$ cat config.mk
export PLATFORM = sky130hd
export DESIGN_NAME = scan_channel_mux
export DESIGN_NICKNAME = d
export VERILOG_FILES = /design/src/rtl/dsp_mux_pkg.sv /design/src/rtl/rr_next_channel.sv /design/src/rtl/scan_channel_mux.sv
export SDC_FILE = /design/constraint.sdc
export NUM_CORES = 1
export LEC_CHECK = 0
export BUFFER_PORTS_ARGS = -buffer_cell sky130_fd_sc_hd__buf_4
export CAP_MARGIN = 15
export CORE_AREA = 2 2 104 146
export DETAILED_ROUTE_END_ITERATION = 10
export DIE_AREA = 0 0 106 148
export PLACE_DENSITY = 0.7
export SLEW_MARGIN = 20
export SYNTH_ARGS = -nofsm -noshare
export SYNTH_HDL_FRONTEND = slang
export SYNTH_SLANG_ARGS = --single-unit
$ cat constraint.sdc
create_clock -name Clk -period 4.6 [get_ports Clk]
set_input_delay 0.23 -clock Clk [delete_from_list [all_inputs] [get_ports Clk]]
set_output_delay 0.23 -clock Clk [all_outputs]
set_load 0.005 [all_outputs]
$ cat src/rtl/dsp_mux_pkg.sv
// Shared definitions for the scan channel mux: mode encodings, default sizes, clog2 helper.
// Latency: n/a (package).
// Backpressure: n/a (package).
package dsp_mux_pkg;

  localparam logic MODE_MANUAL = 1'b0;
  localparam logic MODE_SCAN   = 1'b1;

  localparam int DEFAULT_WIDTH    = 8;
  localparam int DEFAULT_CHANNELS = 14;

  // Bits needed to index n items (minimum 1).
  function automatic int clog2(input int n);
    int r;
    r = 1;
    while ((1 << r) < n) r++;
    return r;
  endfunction

endpackage

$ cat src/rtl/rr_next_channel.sv
// Finds the next enabled channel strictly after ptr, wrapping CHANNELS-1 -> 0; ptr itself is the last candidate.
// Latency: combinational.
// Backpressure: none (pure function of ptr and mask).
module rr_next_channel #(
  parameter int CHANNELS = 14,
  parameter int SEL_W    = 4
) (
  input  logic [SEL_W-1:0]    ptr_i,
  input  logic [CHANNELS-1:0] mask_i,
  output logic [SEL_W-1:0]    nxt_o,
  output logic                any_en_o
);

  // ptr + off reduced modulo CHANNELS; off never exceeds CHANNELS so one subtraction suffices.
  function automatic logic [SEL_W-1:0] wrap_add(input logic [SEL_W-1:0] p, input int off);
    int s;
    s = int'(p) + off;
    if (s >= CHANNELS) s = s - CHANNELS;
    return SEL_W'(s);
  endfunction

  // Walk from the farthest offset to the nearest so the nearest enabled channel wins.
  always_comb begin
    nxt_o = ptr_i;
    for (int off = CHANNELS; off >= 1; off--) begin
      if (mask_i[wrap_add(ptr_i, off)]) nxt_o = wrap_add(ptr_i, off);
    end
  end

  assign any_en_o = |mask_i;

endmodule

$ cat src/rtl/scan_channel_mux.sv
// Registered N-channel sample selector: manual select or round-robin scan over an enable mask with dwell.
// Latency: 1 cycle from InValid to OutValid/Out/OutChan.
// Backpressure: Out held while OutValid & !OutReady; InValid arriving with no space is dropped silently.
module scan_channel_mux
  import dsp_mux_pkg::*;
#(
  parameter int WIDTH    = DEFAULT_WIDTH,
  parameter int CHANNELS = DEFAULT_CHANNELS,
  parameter int SEL_W    = clog2(CHANNELS),
  parameter int DWELL    = 1
) (
  input  logic                      Clk,
  input  logic                      Rst,
  input  logic [WIDTH*CHANNELS-1:0] InBus,
  input  logic                      InValid,
  input  logic                      Mode,
  input  logic [SEL_W-1:0]          Sel,
  input  logic [CHANNELS-1:0]       ChanEn,
  output logic [WIDTH-1:0]          Out,
  output logic [SEL_W-1:0]          OutChan,
  output logic                      OutValid,
  input  logic                      OutReady,
  output logic                      SelErr
);

  // Lanes and mask are padded to the full select range so out-of-range Sel reads a disabled, zero lane.
  localparam int NSLOT = 1 << SEL_W;
  localparam logic [7:0] DWELL_LAST = 8'(DWELL - 1);
  typedef logic [NSLOT-1:0] slot_mask_t;

  logic [WIDTH-1:0] lane [NSLOT];
  slot_mask_t       en_ext;

  logic [WIDTH-1:0] out_q;
  logic [SEL_W-1:0] chan_q, ptr_q, ptr_d, nxt_ptr, ch;
  logic [7:0]       cnt_q, cnt_d, cnt_eff;
  logic             vld_q, err_q, err_d, mode_q;
  logic             scan, space, take, legal, load, any_en;

  for (genvar k = 0; k < NSLOT; k++) begin : g_lane
    if (k < CHANNELS) begin : g_real
      assign lane[k] = InBus[k*WIDTH +: WIDTH];
    end else begin : g_pad
      assign lane[k] = '0;
    end
  end

  assign en_ext = slot_mask_t'(ChanEn);

  rr_next_channel #(.CHANNELS(CHANNELS), .SEL_W(SEL_W)) u_next (
    .ptr_i    (ptr_q),
    .mask_i   (ChanEn),
    .nxt_o    (nxt_ptr),
    .any_en_o (any_en)
  );

  // Load decision, error detection and scan pointer/dwell next-state.
  always_comb begin
    scan    = (Mode == MODE_SCAN);
    space   = !vld_q || OutReady;
    take    = InValid && space;
    // Entering scan starts a fresh dwell on the retained pointer.
    cnt_eff = (scan && (mode_q == MODE_MANUAL)) ? 8'd0 : cnt_q;
    ch      = scan ? ptr_q : Sel;
    legal   = en_ext[ch];
    load    = take && legal;
    err_d   = take && (scan ? !any_en : !legal);
    ptr_d   = ptr_q;
    cnt_d   = cnt_eff;
    if (scan && take) begin
      if (legal) begin
        if (cnt_eff == DWELL_LAST) begin
          cnt_d = 8'd0;
          ptr_d = nxt_ptr;
        end else begin
          cnt_d = cnt_eff + 8'd1;
        end
      end else if (any_en) begin
        // Pointer sits on a channel that was masked off: skip ahead, new channel gets a full dwell.
        ptr_d = nxt_ptr;
        cnt_d = 8'd0;
      end
    end
  end

  // Output register, handshake and scan state with synchronous reset.
  always_ff @(posedge Clk) begin
    if (Rst) begin
      out_q  <= '0;
      chan_q <= '0;
      vld_q  <= 1'b0;
      err_q  <= 1'b0;
      ptr_q  <= '0;
      cnt_q  <= 8'd0;
      mode_q <= MODE_MANUAL;
    end else begin
      if (load) begin
        out_q  <= lane[ch];
        chan_q <= ch;
        vld_q  <= 1'b1;
      end else if (OutReady) begin
        vld_q  <= 1'b0;
      end
      err_q  <= err_d;
      ptr_q  <= ptr_d;
      cnt_q  <= cnt_d;
      mode_q <= Mode;
    end
  end

  assign Out      = out_q;
  assign OutChan  = chan_q;
  assign OutValid = vld_q;
  assign SelErr   = err_q;

endmodule
==> results.yml, run 1 <==
status:
  status: "complete, no violations"
power_and_ir_drop:
  power.density_nw_per_um2: 509.5
  p_leak_nw: 3.265
  irDropWorstVdd_v: 0.0002482
  total_power_mw: 4.037
clocking:
  cts_tree: "done"
  cts_root_buf: "clkbuf_16"
  clkLatencyLatePin_ns: 0.27
  clockBufferDepth: 2
  cts_buffers: 3
  hold_buffers: 0
  cts_setup_buffers: 0
  cts_resized: 0
  cts_sinks: 27
  htreeDepth: 1
  clk_pin_slew_ns: 0.08
route:
  drt-pass1-iter-count: 7
  vias: 7469
  wl_per_cell_um: 22.64
  ant_nets: 0
  via_per_inst: 6.506
  drt_iter0_markers: 644
  finalWirelength_mm: 25.99
  drc: 0
final_layout:
  multi_input_area_um2: 5435
  stdcell_count: 1148
  antenna_cells: 0
  drive_gt1_share_pct: 31.39
  nNetsFinal: 1119
  fillers: 1373
  seqCellArea_um2: 541.8
  syn_to_final_growth_pct: 25.23
place:
  post-place-cells: 1144
  place.gp.congestion: 1.040
  io_buffer_count: 148
  hpwl_mm: 21.04
sta:
  rsz0062_at_grt: "false"
  setup_violations: 0
  period_share_pct: 91.33
  fin_crit_ns: 4.201
  drv_slew: 0
  tns_ns: 0
  worst_pin_slew_ns: 0.8545
  hold_violations: 0
  skew_ns: 0.005486
  fmax_mhz: 238.0
  relSlewSlack_pct: 42.60
grt:
  grt_use_met3_pct: 4.189
  grt_max_degree: 45
  grt_pass1_vias: 7070
  grt_pass1_wl_mm: 39.52
  met1_usage_pct: 37.08
  antenna_found_initial: 0
  top_usage_layer: "met2"
  grt_usage_pct: 32.58
  grt_util_met2_pct: 58.39
  globalRouteOverflowTotal: 0
synthesis:
  yosysWarnings: 0
  seq_area_frac_synth_pct: 8.543
  synthFlopType: "dfxtp_1"
  synth_area_um2: 6327
  yosysUniqueCellTypes: 94
  synthCells: 805
  syn_avg_cell_area_um2: 7.860
  synth_edf_count: 0
  synth-seq-cells: 27
  syn_nets: 964
  synthArstFlopShare_pct: 0
critical_path:
  r2r_start: "ptr_q[1]"
  cp-startpoint: "ptr_q[1]"
  arrival_ns: 4.37
  start_kind: "flip-flop"
  cp_max_fo: 8
  crit_required_ns: 4.76
  end_kind: "flip-flop"
  critical_path_class: "flip-flop to flip-flop"
floorplan:
  core_area_um2: 14380
  die_w_um: 106
  dieHeight_um: 148
  initial_core_util_pct: 44.00
  rows: 52
  dieArea_um2: 15690
  io_pins: 149
job:
  maxCapViolCount: 0
hold_path:
  min_path_type: "input pin to flip-flop"
  hold_start: "InValid"
-- per-layer routing --
layer | wire length [µm] | part of all wire, % | vias to the layer above
met5 | 0 | 0 | -
met4 | 1726 | 6.6 | 0
met3 | 1989 | 7.7 | 93
met2 | 12890 | 50 | 414
met1 | 9377 | 36 | 3528
li1 | - | - | 3434
-- cell usage after synthesis (all sizes together) (6+ instances only) --
cell / instances / area, µm²
or3: 11 / 68.82
a221oi: 12 / 117.6
buf: 20 / 128.9
a211o: 7 / 61.31
o221ai: 6 / 58.80
a211oi: 24 / 197.7
a31oi: 13 / 81.33
o211ai: 12 / 90.09
nand2b: 19 / 118.9
xnor2: 16 / 173.9
ha: 23 / 287.8
nor4: 8 / 50.05
o21a: 6 / 45.04
dfxtp: 27 / 540.5
a21oi: 57 / 311.5
mux4: 39 / 878.3
nor2: 77 / 289.0
nor3: 29 / 145.1
mux2i: 46 / 476.7
o21ai: 37 / 188.9
nor2b: 12 / 75.07
nand2: 70 / 262.8
mux2: 27 / 307.8
nand4: 15 / 100.1
clkbuf: 31 / 116.4
a21o: 12 / 90.09
inv: 31 / 118.9
nand3: 24 / 120.1
-- area by class of cell --
type,instances,area share (%)
Clock buffer,3,0.9474
Tap cell,189,2.984
Sequential cell,27,6.837
Inverter,31,1.500
Multi-Input combinational cell,696,68.59
Timing Repair Buffer,201,19.04
Clock inverter,1,0.09474
-- path summary, 6_finish.rpt --
path                                   end  slack, ns  cells after the start
worst max-delay path              ptr_q[1]       0.40                     16
worst min register to register  OutChan[3]       0.50                      2
worst min-delay path                SelErr       0.28                      3
worst max register to register    ptr_q[1]       0.40                     16
-- placed cells by master, fill, tap and decap left out, types with 7 or more instances in the layout --
| master | n |
|---|---|
| a211o_1 | 7 |
| a211oi_1 | 22 |
| a21o_1 | 12 |
| a21oi_1 | 54 |
| a221oi_1 | 10 |
| a31oi_1 | 13 |
| buf_4 | 201 |
| dfxtp_1 | 26 |
| ha_1 | 23 |
| inv_1 | 26 |
| mux2_2 | 25 |
| mux2i_1 | 43 |
| mux4_2 | 39 |
| nand2_1 | 70 |
| nand2b_1 | 19 |
| nand3_1 | 24 |
| nand4_1 | 14 |
| nor2_1 | 77 |
| nor2b_1 | 12 |
| nor3_1 | 29 |
| nor4_1 | 8 |
| o211ai_1 | 12 |
| o21ai_0 | 35 |
| or3_1 | 11 |
| xnor2_1 | 13 |
-- logic make-up (layout without fill, tap and decap cells) --
family          count (synthesis)  count (layout)  synth area share [%]
compound gates                245             245                 28.12
xor+xnor                       17              17                 2.887
fa+ha+maj                      24              24                 4.865
buf+inv                        82             236                 5.754
flops                          27              27                 8.543
mux                           112             112                 26.28
simple gates                  298             298                 23.55
-- power breakdown --
| group | total, mW | leakage (nW) | switching (mW) | internal (mW) |
|---|---|---|---|---|
| clock | 0.212 | 0.0371 | 0.0935 | 0.119 |
| combinational | 3.54 | 3.01 | 2.06 | 1.48 |
| sequential | 0.285 | 0.221 | 0.0226 | 0.263 |
-- flip-flops by register name, summed over array words and instances, names as in the netlist --
| register | cells |
|---|---|
| OutChan | 4 |
| SelErr | 1 |
| ptr_q | 4 |
| mode_q | 1 |
| cnt_q | 8 |
| OutValid | 1 |
| Out | 8 |
-- critical path, cell delays in order (launching register included) --
cell and delay, ns:
dfxtp_1 0.32, buf_4 0.17, ha_1 0.25, xnor2_4 0.27, inv_2 0.06, ha_1 0.28
a21boi_0 0.20, a311oi_2 0.56, mux2i_1 0.23, and3_1 0.20, mux2i_1 0.08, buf_4 0.15
or3_1 0.39, a21oi_1 0.17, a211oi_1 0.10, o311a_1 0.37, o31a_1 0.27
-- stage by stage --
| step | cell area [µm²] | hold WS, ns | util (%) | setup WS (ns) |
|---|---|---|---|---|
| after global placement | 7841 | 0.4948 | 54.53 | 0.5096 |
| after detailed placement | 7841 | 0.4941 | 54.53 | 0.4625 |
| after floorplan | 6337 | 0.4013 | - | 0.00001910 |
| after global routing | 7924 | 0.2857 | 55.11 | 0.1761 |
| final | 7924 | 0.2781 | 55.11 | 0.3986 |
| after CTS | 7924 | 0.2738 | 55.11 | 0.4352 |
(Power assumes the default switching activity.)
==> run 2: changes to the inputs <==
Settings changed: SETUP_SLACK_MARGIN set to 0.5.
==> run 2 against run 1 <==
Core utilization increased by 0.91 points. Die area unchanged. Global-route usage increased by 0.070 points. Fmax increased by 4.8%. Critical path type unchanged.
==> results.yml, run 2 (same netlist as run 1, synthesis figures left out) <==
grt:
  grt_use_met3_pct: 3.792
  grt_pass1_wl_mm: 40.12
  grt_usage_pct: 32.64
  grt_pass1_vias: 7319
  grt_util_met2_pct: 55.77
  grt_max_degree: 40
  top_usage_layer: "met2"
  met1_usage_pct: 39.55
  globalRouteOverflowTotal: 0
  antenna_found_initial: 0
sta:
  rsz0062_at_grt: "true"
  skew_ns: 0.001904
  hold_violations: 0
  worst_pin_slew_ns: 0.9390
  fin_crit_ns: 4.010
  period_share_pct: 87.17
  setup_violations: 0
  worst_slack_ns: 0.5902
  drv_slew: 0
  relSlewSlack_pct: 36.61
  tns_ns: 0
  fmax_mhz: 249.4
clocking:
  htreeDepth: 1
  hold_buffers: 0
  cts_tree: "done"
  cts_root_buf: "clkbuf_16"
  cts_sinks: 27
  clockBufferDepth: 2
  clk_pin_slew_ns: 0.07
  clkLatencyLatePin_ns: 0.26
  cts_buffers: 3
power_and_ir_drop:
  power.density_nw_per_um2: 520.6
  p_leak_nw: 3.284
  irDropWorstVdd_v: 0.0002411
  total_power_mw: 4.194
route:
  drt_iter0_markers: 752
  drc: 0
  wl_per_cell_um: 22.75
  via_per_inst: 6.556
  finalWirelength_mm: 26.09
  drt-pass1-iter-count: 5
  ant_nets: 0
  vias: 7520
final_layout:
  layout_common_cells: "buf_4 (199), nor2_1 (77), nand2_1 (70), a21oi_1 (53), mux2i_1 (41)"
  final_common_cell: "buf_4"
  antenna_cells: 0
  nNetsFinal: 1118
  stdcell_count: 1147
  drive_gt1_share_pct: 33.40
  syn_to_final_growth_pct: 27.31
  fin_util_pct: 56.02
critical_path:
  cp_max_fo: 10
  end_kind: "flip-flop"
  crit_required_ns: 4.79
  start_kind: "flip-flop"
  critical_path_class: "flip-flop to flip-flop"
  arrival_ns: 4.20
place:
  pre_cts_slack_ns: 0.2449
  hpwl_mm: 21.12
  io_buffer_count: 148
  place.gp.congestion: 1.049
  post-place-cells: 1137
floorplan:
  core_area_um2: 14380
  initial_core_util_pct: 44.00
  dieHeight_um: 148
  dieArea_um2: 15690
  die_w_um: 106
  io_pins: 149
  rows: 52
job:
  maxCapViolCount: 0
hold_path:
  min_path_type: "input pin to flip-flop"
status:
  status: "complete, no violations"
run 2: path summary, 6_finish.rpt:
| kind | start | end | slack, ns | depth (start not counted) |
|---|---|---|---|---|
| setup / recovery | ptr_q[1] | ptr_q[3] | 0.59 | 13 |
| hold / removal | OutReady | OutValid | 0.28 | 3 |
| setup reg to reg | ptr_q[1] | ptr_q[3] | 0.59 | 13 |
| hold reg to reg | OutChan[3] | OutChan[3] | 0.50 | 2 |
run 2: metrics by stage:
stage | hold WS, ns | instance area [µm²]
after global placement | 0.4922 | 7823
final | 0.2845 | 8055
after detailed placement | 0.4941 | 7823
after CTS | 0.2866 | 7933
after floorplan | 0.4013 | 6412
after global routing | 0.2966 | 8055
run 2: layout make-up:
cell class,instances,area (µm²)
timing repair buffer,200,1505
clock buffer,4,78.83
fill,1311,6324
sequential,27,549.3
inverter,31,122.6
multi-input combinational,696,5563
tap,189,236.5
run 2: worst max-delay path, cell delays in order, from the launching register on:
cell	delay, ns
dfxtp_2	0.39
inv_2	0.14
buf_4	0.24
ha_1	0.36
a21o_1	0.23
mux2i_2	0.41
mux2i_1	0.24
a2bb2oi_1	0.29
nand2_1	0.15
nor2_1	0.26
nand4_1	0.31
o41ai_4	0.45
mux2_4	0.33
o2bb2ai_1	0.13
run 2: timing repair:
action | 4_1_cts | 5_1_grt
pin swaps | 0 | 2
hold endpoints to repair | 0 | 0
endpoints found under the setup margin | 3 | 4
gates resized for setup | 9 | 14
buffers inserted | 0 | 6
run 2: metal layers:
layer  vias to the layer above  routed length [µm]
li1                       3437                   -
met1                      3508                9550
met2                       460               12460
met3                       115                2261
met4                         0                1819
met5                         -                   0
run 2: power by group:
part           switching (mW)  internal [mW]  leakage [nW]  total [mW]
clock network          0.0785          0.119        0.0382       0.197
logic                    2.12           1.57          3.02        3.68
registers              0.0472          0.265         0.222       0.312
total                    2.24           1.95          3.28        4.19
